--- src/rtl/eth_frame_builder_if.sv ---
`default_nettype none
// ============================================================================
// eth_frame_builder_if : payload stream, transmitter handshake and BRAM write port
// Revision 1.0
// ============================================================================
interface eth_frame_builder_if;
    logic [7:0]  s_data;
    logic        s_valid;
    logic        s_ready;
    logic        tx_start;
    logic        tx_busy;
    logic        bram_wr_en;
    logic [9:0]  bram_wr_addr;
    logic [7:0]  bram_wr_data;
    logic [15:0] frame_count;

    modport master (
        input  s_data, s_valid, tx_busy,
        output s_ready, tx_start, bram_wr_en, bram_wr_addr, bram_wr_data, frame_count
    );

    modport slave (
        output s_data, s_valid, tx_busy,
        input  s_ready, tx_start, bram_wr_en, bram_wr_addr, bram_wr_data, frame_count
    );
endinterface
`default_nettype wire

--- src/rtl/eth_frame_builder.sv ---
`default_nettype none
// ============================================================================
// eth_frame_builder : writes a 512-byte Ethernet/IPv4/UDP frame into the tx BRAM
// Revision 1.0
// ============================================================================
module eth_frame_builder #(
    parameter logic [47:0] DST_MAC  = 48'hFFFFFFFFFFFF,
    parameter logic [47:0] SRC_MAC  = 48'h020000000001,
    parameter logic [31:0] SRC_IP   = 32'hC0A8010A,
    parameter logic [31:0] DST_IP   = 32'hC0A801FF,
    parameter logic [15:0] SRC_PORT = 16'd1234,
    parameter logic [15:0] DST_PORT = 16'd1234,
    parameter logic [7:0]  TTL      = 8'd64
) (
    input  wire logic            clk,
    input  wire logic            rst,
    eth_frame_builder_if.master  bus
);

    typedef enum logic [2:0] {
        IDLE    = 3'd0,
        CSUM    = 3'd1,
        HDR     = 3'd2,
        PAYLOAD = 3'd3,
        KICK    = 3'd4
    } state_t;

    state_t      state;
    logic [15:0] acc;
    logic [15:0] csum;
    logic [3:0]  word_idx;

    logic [15:0] csum_word;
    logic [16:0] sum17;
    logic [15:0] acc_next;
    logic [335:0] hdr_vec;
    logic [5:0]  hdr_idx;
    logic [5:0]  hdr_pos;
    logic [7:0]  hdr_byte;

    always_comb begin
        csum_word = 16'h0000;
        case (word_idx)
            4'd0:    csum_word = 16'h4500;
            4'd1:    csum_word = 16'h01F2;
            4'd2:    csum_word = bus.frame_count;
            4'd3:    csum_word = 16'h4000;
            4'd4:    csum_word = {TTL, 8'h11};
            4'd5:    csum_word = 16'h0000;
            4'd6:    csum_word = SRC_IP[31:16];
            4'd7:    csum_word = SRC_IP[15:0];
            4'd8:    csum_word = DST_IP[31:16];
            4'd9:    csum_word = DST_IP[15:0];
            default: csum_word = 16'h0000;
        endcase
    end

    // One's-complement add with end-around carry; the result never exceeds 16 bits.
    assign sum17    = {1'b0, acc} + {1'b0, csum_word};
    assign acc_next = sum17[15:0] + {15'd0, sum17[16]};

    assign hdr_vec = {DST_MAC, SRC_MAC, 16'h0800,
                      32'h450001F2, bus.frame_count, 16'h4000, TTL, 8'h11, csum,
                      SRC_IP, DST_IP,
                      SRC_PORT, DST_PORT, 16'h01DE, 16'h0000};

    // Byte for the address about to be presented: 0 on HDR entry, else current+1.
    assign hdr_idx  = (state == HDR) ? (bus.bram_wr_addr[5:0] + 6'd1) : 6'd0;
    assign hdr_pos  = 6'd41 - hdr_idx;
    assign hdr_byte = hdr_vec[{hdr_pos, 3'b000} +: 8];

    always_ff @(posedge clk) begin
        if (rst) begin
            state            <= IDLE;
            acc              <= 16'h0000;
            csum             <= 16'h0000;
            word_idx         <= 4'd0;
            bus.s_ready      <= 1'b0;
            bus.tx_start     <= 1'b0;
            bus.bram_wr_en   <= 1'b0;
            bus.bram_wr_addr <= 10'd0;
            bus.bram_wr_data <= 8'h00;
            bus.frame_count  <= 16'h0000;
        end else begin
            case (state)
                IDLE: begin
                    if (!bus.tx_busy) begin
                        state    <= CSUM;
                        acc      <= 16'h0000;
                        word_idx <= 4'd0;
                    end
                end
                CSUM: begin
                    acc      <= acc_next;
                    word_idx <= word_idx + 4'd1;
                    if (word_idx == 4'd9) begin
                        csum             <= ~acc_next;
                        state            <= HDR;
                        bus.bram_wr_en   <= 1'b1;
                        bus.bram_wr_addr <= 10'd0;
                        bus.bram_wr_data <= hdr_byte;
                    end
                end
                HDR: begin
                    if (bus.bram_wr_addr[5:0] == 6'd41) begin
                        state          <= PAYLOAD;
                        bus.bram_wr_en <= 1'b0;
                        bus.s_ready    <= 1'b1;
                    end else begin
                        bus.bram_wr_addr <= bus.bram_wr_addr + 10'd1;
                        bus.bram_wr_data <= hdr_byte;
                    end
                end
                PAYLOAD: begin
                    bus.bram_wr_en <= bus.s_valid & bus.s_ready;
                    if (bus.s_valid && bus.s_ready) begin
                        bus.bram_wr_addr <= bus.bram_wr_addr + 10'd1;
                        bus.bram_wr_data <= bus.s_data;
                        if (bus.bram_wr_addr == 10'd510) begin
                            bus.s_ready  <= 1'b0;
                            bus.tx_start <= 1'b1;
                            state        <= KICK;
                        end
                    end
                end
                KICK: begin
                    // Held high until seen: the transmitter samples start only on its enable.
                    bus.bram_wr_en <= 1'b0;
                    if (bus.tx_busy) begin
                        bus.tx_start    <= 1'b0;
                        bus.frame_count <= bus.frame_count + 16'd1;
                        state           <= IDLE;
                    end
                end
                default: state <= IDLE;
            endcase
        end
    end

endmodule
`default_nettype wire

--- src/flat_wrapper.sv ---
// flat-port wrapper written by rule: the top's interface ports become plain ports
module eth_frame_builder_flat 
#(
    parameter logic [47:0] DST_MAC  = 48'hFFFFFFFFFFFF,
    parameter logic [47:0] SRC_MAC  = 48'h020000000001,
    parameter logic [31:0] SRC_IP   = 32'hC0A8010A,
    parameter logic [31:0] DST_IP   = 32'hC0A801FF,
    parameter logic [15:0] SRC_PORT = 16'd1234,
    parameter logic [15:0] DST_PORT = 16'd1234,
    parameter logic [7:0]  TTL      = 8'd64
)
  (clk, rst, bus_s_data, bus_s_valid, bus_tx_busy, bus_s_ready, bus_tx_start, bus_bram_wr_en, bus_bram_wr_addr, bus_bram_wr_data, bus_frame_count);
  eth_frame_builder_if bus_i ();
  input  wire logic clk;
  input  wire logic rst;
  input wire logic [$bits(bus_i.s_data)-1:0] bus_s_data;
  input wire logic [$bits(bus_i.s_valid)-1:0] bus_s_valid;
  input wire logic [$bits(bus_i.tx_busy)-1:0] bus_tx_busy;
  output wire logic [$bits(bus_i.s_ready)-1:0] bus_s_ready;
  output wire logic [$bits(bus_i.tx_start)-1:0] bus_tx_start;
  output wire logic [$bits(bus_i.bram_wr_en)-1:0] bus_bram_wr_en;
  output wire logic [$bits(bus_i.bram_wr_addr)-1:0] bus_bram_wr_addr;
  output wire logic [$bits(bus_i.bram_wr_data)-1:0] bus_bram_wr_data;
  output wire logic [$bits(bus_i.frame_count)-1:0] bus_frame_count;
  assign bus_i.s_data = bus_s_data;
  assign bus_i.s_valid = bus_s_valid;
  assign bus_i.tx_busy = bus_tx_busy;
  assign bus_s_ready = bus_i.s_ready;
  assign bus_tx_start = bus_i.tx_start;
  assign bus_bram_wr_en = bus_i.bram_wr_en;
  assign bus_bram_wr_addr = bus_i.bram_wr_addr;
  assign bus_bram_wr_data = bus_i.bram_wr_data;
  assign bus_frame_count = bus_i.frame_count;
  eth_frame_builder #(.DST_MAC(DST_MAC), .SRC_MAC(SRC_MAC), .SRC_IP(SRC_IP), .DST_IP(DST_IP), .SRC_PORT(SRC_PORT), .DST_PORT(DST_PORT), .TTL(TTL)) u_core (.clk(clk), .rst(rst), .bus(bus_i));
endmodule
--- config.mk ---
export PLATFORM = sky130hd
export DESIGN_NAME = eth_frame_builder_flat
export DESIGN_NICKNAME = d
export VERILOG_FILES = /design/src/rtl/eth_frame_builder_if.sv /design/src/rtl/eth_frame_builder.sv /design/src/flat_wrapper.sv
export SDC_FILE = /design/constraint.sdc
export NUM_CORES = 1
export LEC_CHECK = 0
export CAP_MARGIN = 20
export CORE_MARGIN = 2
export CORE_UTILIZATION = 40
export CTS_BUF_LIST = sky130_fd_sc_hd__clkbuf_8
export CTS_CLUSTER_DIAMETER = 200
export CTS_CLUSTER_SIZE = 16
export DETAILED_ROUTE_END_ITERATION = 16
export PLACE_DENSITY_LB_ADDON = 0.15
export SLEW_MARGIN = 15
export SYNTH_ARGS = -nofsm -noshare
export SYNTH_HDL_FRONTEND = slang
export SYNTH_SLANG_ARGS = --single-unit
export TNS_END_PERCENT = 30
--- constraint.sdc ---
create_clock -name clk -period 4.8 [get_ports clk]
set_input_delay 0.96 -clock clk [delete_from_list [all_inputs] [get_ports clk]]
set_output_delay 0.96 -clock clk [all_outputs]
set_load 0.005 [all_outputs]
### Word level (Yosys, flattened, before mapping)

Cells that the tools add are included.

| storage, ports and cells | value |
|---|---|
| bits in registers | 76 |
| input port bits | 12 |
| word-level logic and storage cells | 90 |

| operators by class | value |
|---|---|
| $add $sub $neg | 7 |
| eq/ne operators | 21 |
| shifts and indexed selects | 1 |
| muxes and demuxes | 32 |
| bitwise operators | 2 |
| reduce and logical (&&, ||, !) cells | 17 |

Operators by type and width:

| operator | number |
|---|---|
| $shiftx 336x10->8 | 1 |
| $pmux 16 s8 | 1 |
| $pmux 16 s2 | 1 |
| $mux 10 | 3 |
| $pmux 10 s3 | 1 |
| $mux 8 | 3 |
| $pmux 8 s3 | 1 |
| $mux 3 | 6 |
| $add 16x16->17 | 1 |
| $add 16x1->16 | 1 |
| $add 16x1->16 const B | 1 |
| $mux 16 | 1 |
| $not 16->16 | 1 |
| $pmux 3 s5 | 1 |
| $eq 4x3->1 const B | 3 |
| $reduce_and 4->1 | 3 |
| $add 10x1->10 const B | 1 |
| $eq 10x9->1 const B | 1 |
| $eq 4x2->1 const B | 2 |
| $eq 4x4->1 const B | 2 |
| $mux 1 | 8 |
| $ne 2x2->1 const B | 4 |
| $pmux 4 s2 | 1 |
| $add 6x1->6 const B | 1 |
| other kinds (23) | 31 |

### Longest topological paths before layout

| depth | value |
|---|---|
| word-level depth | 6 |
| gate-level depth with buffers | 24 |
| mapped depth without buffers | 23 |

### Worst setup path after synthesis

OpenSTA, ideal clock, no wires.

| timing | value |
|---|---|
| path kind | register to register |
| from | register u_core.word_idx[0] |
| to | register u_core.acc[14] |
| library setup time | 0.062 ns |
| arrival | 4.307 ns |
| setup slack | 0.431 ns |
| stages on the path, launching flop included | 24 |
| path buffers | 0 |
| clock period less this slack | 4.369 ns |
| cells stage by stage | dfxtp_1 -> inv_1 -> ha_1 -> nor2b_1 -> a22oi_1 -> o21ai_0 -> ha_1 -> fa_1 -> a211oi_1 -> o31ai_1 -> o2111ai_1 -> nand2_1 -> a21oi_1 -> nor2_1 -> o21ai_0 -> nand2b_1 -> ha_1 -> and3_2 -> nor3b_4 -> nand4_2 -> nor4_4 -> nand4b_2 -> or3_1 -> nand3_1 |

| between the ends | value |
|---|---|
| longest elaborated chain between the ends | 6 |

RTL lines:

| element | line | text |
|---|---|---|
| from (decl) | eth_frame_builder.sv:31 | `logic [3:0] word_idx;` |
| from (signal assigned) | eth_frame_builder.sv:95 | `word_idx <= word_idx + 4'd1;` |
| $eq 4x3->1 / $eq 4x4->1 (equally long branches) | eth_frame_builder.sv:43 | `case (word_idx)` |
| $reduce_or 2->1 (no line) | -- |  |
| $pmux 16 s8 (*) | eth_frame_builder.sv:43 |  |
| $add 16x16->17 (*) | eth_frame_builder.sv:59 | `assign sum17 = {1'b0, acc} + {1'b0, csum_word};` |
| $add 16x1->16 (*) | eth_frame_builder.sv:60 | `assign acc_next = sum17[15:0] + {15'd0, sum17[16]};` |
| $pmux 16 s2 (*) | eth_frame_builder.sv:85 | `case (state)` |
| to (signal assigned) | eth_frame_builder.sv:94 | `acc <= acc_next;` |
| to (decl) | eth_frame_builder.sv:29 | `logic [15:0] acc;` |

Every way passes the cells marked *; elsewhere a longest branch is shown, timed or not.
A chain may end at the register's enable or synchronous reset.

### Worst setup path in the final report

| timing | value |
|---|---|
| from | register u_core.word_idx[1] |
| to | register u_core.acc[14] |

The elaborated chain is that of the path after synthesis.

==> summary.txt <==
Global route
  • Total gr overflow: 0
  • First-pass GRT wire length: 26,000 microns
  • Largest net degree at the start of global routing: 72
  • Tot GR Track Use: 22.0%
  • Number of global-route vias before repair: 4,994
  • Initial antenna violation count: 0

Timing
  • Worst hold slack: 0.462 ns
  • Final hold vios: 0
  • RSZ-0062 raised after global routing: false
  • Fmax: 225 MHz
  • Final clock skew: 0.00925 ns
  • Minimum clock period: 4.45 ns
  • Final period util: 92.7%
  • Setup TNS: 0 ns
  • Worst slew margin: 31.3%
  • Worst Tran Pin Value: 1.03 ns
  • Slew Limit Fails: 0
  • Final setup violation count: 0

Final layout
  • Commonest cells after routing, fill and taps aside: 95 x nor2_1, 76 x dfxtp_1, 71 x nand2_1
  • Non-Filler Instances: 951
  • Design Area, Final: 0.00658 sq mm
  • Layout area overhead: 16.3%
  • Storage cell area: 0.00152 sq mm
  • Commonest non-fill, non-tap cell in the layout: nor2_1
  • Fin util: 47.6%
  • Share of layout cells above drive strength 1: 8.04%
  • Footprint of the multi-input gates: 0.00393 sq mm
  • Post-layout net count: 813
  • Number of antenna diodes: 0
  • # fillers: 1,374

Setup path
  • CP required: 5.11 ns
  • Worst Setup Path Type: reg2reg
  • Slowest cell on crit path: dfxtp_1
  • Crit Path Max Fanout: 8
  • Worst setup EP type: flop
  • Slowest stage delay, CP: 0.45 ns
  • CP bufs+invs: 0
  • Cell family with most CP delay: simple AND/OR/NAND/NOR gates
  • Critical Path AT: 4.76 ns
  • Cell mode on critical path: o21ai_0
  • Startpoint types: flop
  • Reg-to-reg startpoint: u_core.word_idx[1]
  • Crit path launch: u_core.word_idx[1]
  • Crit-path cells: ha_4, nor2b_2, a22oi_1, o21ai_0, fa_2, a211oi_4, o31ai_2, o2111ai_1, nand2_1, a21oi_1, nor2_1, o21ai_0, nand2b_1, ha_1, and3_2, nor3b_4, nand4_2, nor4_4, nand4b_2, or3_1, nand3_1

Floorplanning
  • Chip width: 123 microns
  • Die Y: 123 microns
  • Site Rows: 43
  • Number of I/O pins: 49
  • Core area: 0.0138 sq mm
  • Initial core utilization: 40.9%
  • Die Footprint: 0.0151 sq mm

Synthesis
  • Number of enable flip-flop cells after synthesis: 0
  • #FFs+latches synth: 76
  • Synth warn: 0
  • Main flop type after synthesis: dfxtp_1
  • Mapped Avg Cell Area: 7.67 sq um
  • Post-Syn Area: 0.00566 sq mm
  • Yosys cell types: 77
  • Async S/R FF share, synth: 0%
  • Post-synthesis sequential area ratio: 26.9%
  • Synthesized net count: 785
  • Cells after Synth: 738

Detailed routing
  • Starting DRT DRC Count: 409
  • DRC Markers: 0
  • Pre-antenna DRT Iters: 5
  • DR WL/cell: 17.4 microns
  • Via count: 5,497
  • Drt total wl: 16,500 microns
  • Vias per inst: 5.78
  • Antenna viol nets, final: 0

Hold path
  • Hold Crit Start: u_core.csum[9]
  • Hold Crit Class: reg2reg

Placement
  • Placed cell area: 0.00627 sq mm
  • I/O Buffers: 48
  • Inst Count DP: 933
  • Routability Congestion: 0.929
  • DP HPWL: 12,200 microns

Power
  • Max VDD drop: 0.161 mV
  • Pleak: 2.54 nW
  • Comb pwr share: 12.1%
  • Clock Power Share: 43.0%
  • PD cells: 218 mW/mm^2
  • Flop pwr share: 45.0%
  • Int Pwr: 0.00106 W
  • Sw power: 0.000372 W
  • Sw Ratio: 26.0%

Job
  • Max Cap Violations: 0

Status
  • Outcome: finished, final reports clean

Clock tree
  • Root Buffer: clkbuf_8
  • TritonCTS clock tree: done
  • Clock slew at reported path FFs: 0.08 ns
  • H-tree Lvls: 3
  • Clock sinks: 76
  • Clk_lat worst skew: 0.37 ns
  • Clk buf depth: 2
  • CTS Buf Count: 9
-- per-stage QoR --
step	power (W)	setup slack, ns
finish	0.00143	0.352
detailed placement	0.000825	0.0799
floorplan	0.000778	0.431
CTS	0.00144	0.0265
global route	0.00149	0.0147
global placement	0.000821	0.266
-- power groups by stage --
stage | Clock (W) | Sequential [W] | Combinational [W]
floorplan | 0 | 0.000654 | 0.000123
global placement | 0 | 0.000658 | 0.000164
detailed placement | 0 | 0.000658 | 0.000168
CTS | 0.000630 | 0.000643 | 0.000168
global route | 0.000654 | 0.000645 | 0.000189
finish | 0.000615 | 0.000644 | 0.000173
-- state kept, by name, summed over array words and instances, names as in the netlist --
name,count
u_core.acc,16
u_core.bus.frame_count,16
u_core.csum,16
u_core.bus.bram_wr_addr,10
u_core.bus.bram_wr_data,8
u_core.word_idx,4
u_core.state,3
u_core.bus.bram_wr_en,1
u_core.bus.s_ready,1
u_core.bus.tx_start,1
-- worst reg2reg max path: stages, from the launching register on --
cell and delay [ns]:
dfxtp_1 0.45, ha_4 0.22, nor2b_2 0.19, a22oi_1 0.08, o21ai_0 0.35, fa_2 0.33, a211oi_4 0.09, o31ai_2 0.28
o2111ai_1 0.16, nand2_1 0.09, a21oi_1 0.06, nor2_1 0.08, o21ai_0 0.08, nand2b_1 0.11, ha_1 0.16, and3_2 0.21
nor3b_4 0.24, nand4_2 0.21, nor4_4 0.35, nand4b_2 0.19, or3_1 0.39, nand3_1 0.07
-- cells by family after synthesis --
family          synth area share, %
fa+ha+maj                      7.87
compound gates                 24.1
mux                            3.27
simple gates                   26.6
xor+xnor                       6.79
buf+inv                        4.47
flops                          26.9
-- synth_stat cells, types with 14 or more instances --
master	count	area share, %
nand3_1	26	2.3
mux2i_1	14	2.5
inv_1	15	1.0
clkbuf_1	33	2.2
xnor2_1	14	2.2
dfxtp_1	76	27
o21ai_0	42	3.7
xor2_1	28	4.3
ha_1	34	7.5
nor2_1	95	6.3
nand2_1	71	4.7
a22oi_1	16	2.1
a21oi_1	44	3.9
nor3_1	18	1.6
-- routing by layer --
layer | vias up | wire length, microns | share of wire (%) | GRT usage [%]
li1 | 2744 | - | - | -
met1 | 2611 | 7880 | 48 | 29.9
met2 | 119 | 7680 | 46 | 35.4
met3 | 23 | 620 | 3.8 | 3.55
met4 | 0 | 346 | 2.1 | 7.26
met5 | - | 0 | 0 | 0
-- repair_timing --
item                       4_1_cts  5_1_grt
setup endpoints to repair        0       24
gates resized for setup          0       10
hold endpoints to repair         0        0
buffers inserted                 0        2
hold buffers                     0        0
-- worst paths after layout --
| check | to | slack (ns) | depth (start not counted) |
|---|---|---|---|
| hold reg to reg | u_core.csum[9] | 0.46 | 2 |
| setup / recovery | u_core.acc[14] | 0.35 | 21 |
| hold / removal | u_core.csum[9] | 0.46 | 2 |
| setup reg to reg | u_core.acc[14] | 0.35 | 21 |
-- area by class of cell --
class	count	share of cell area, %
Sequential cell	76	23.1
Clock buffer	10	2.09
Clock inverter	6	1.69
Timing Repair Buffer	63	8.94
Tap cell	180	3.42
Multi-Input combinational cell	599	59.7
Inverter	17	0.970
Note: power is estimated with default switching activity, not from simulation.
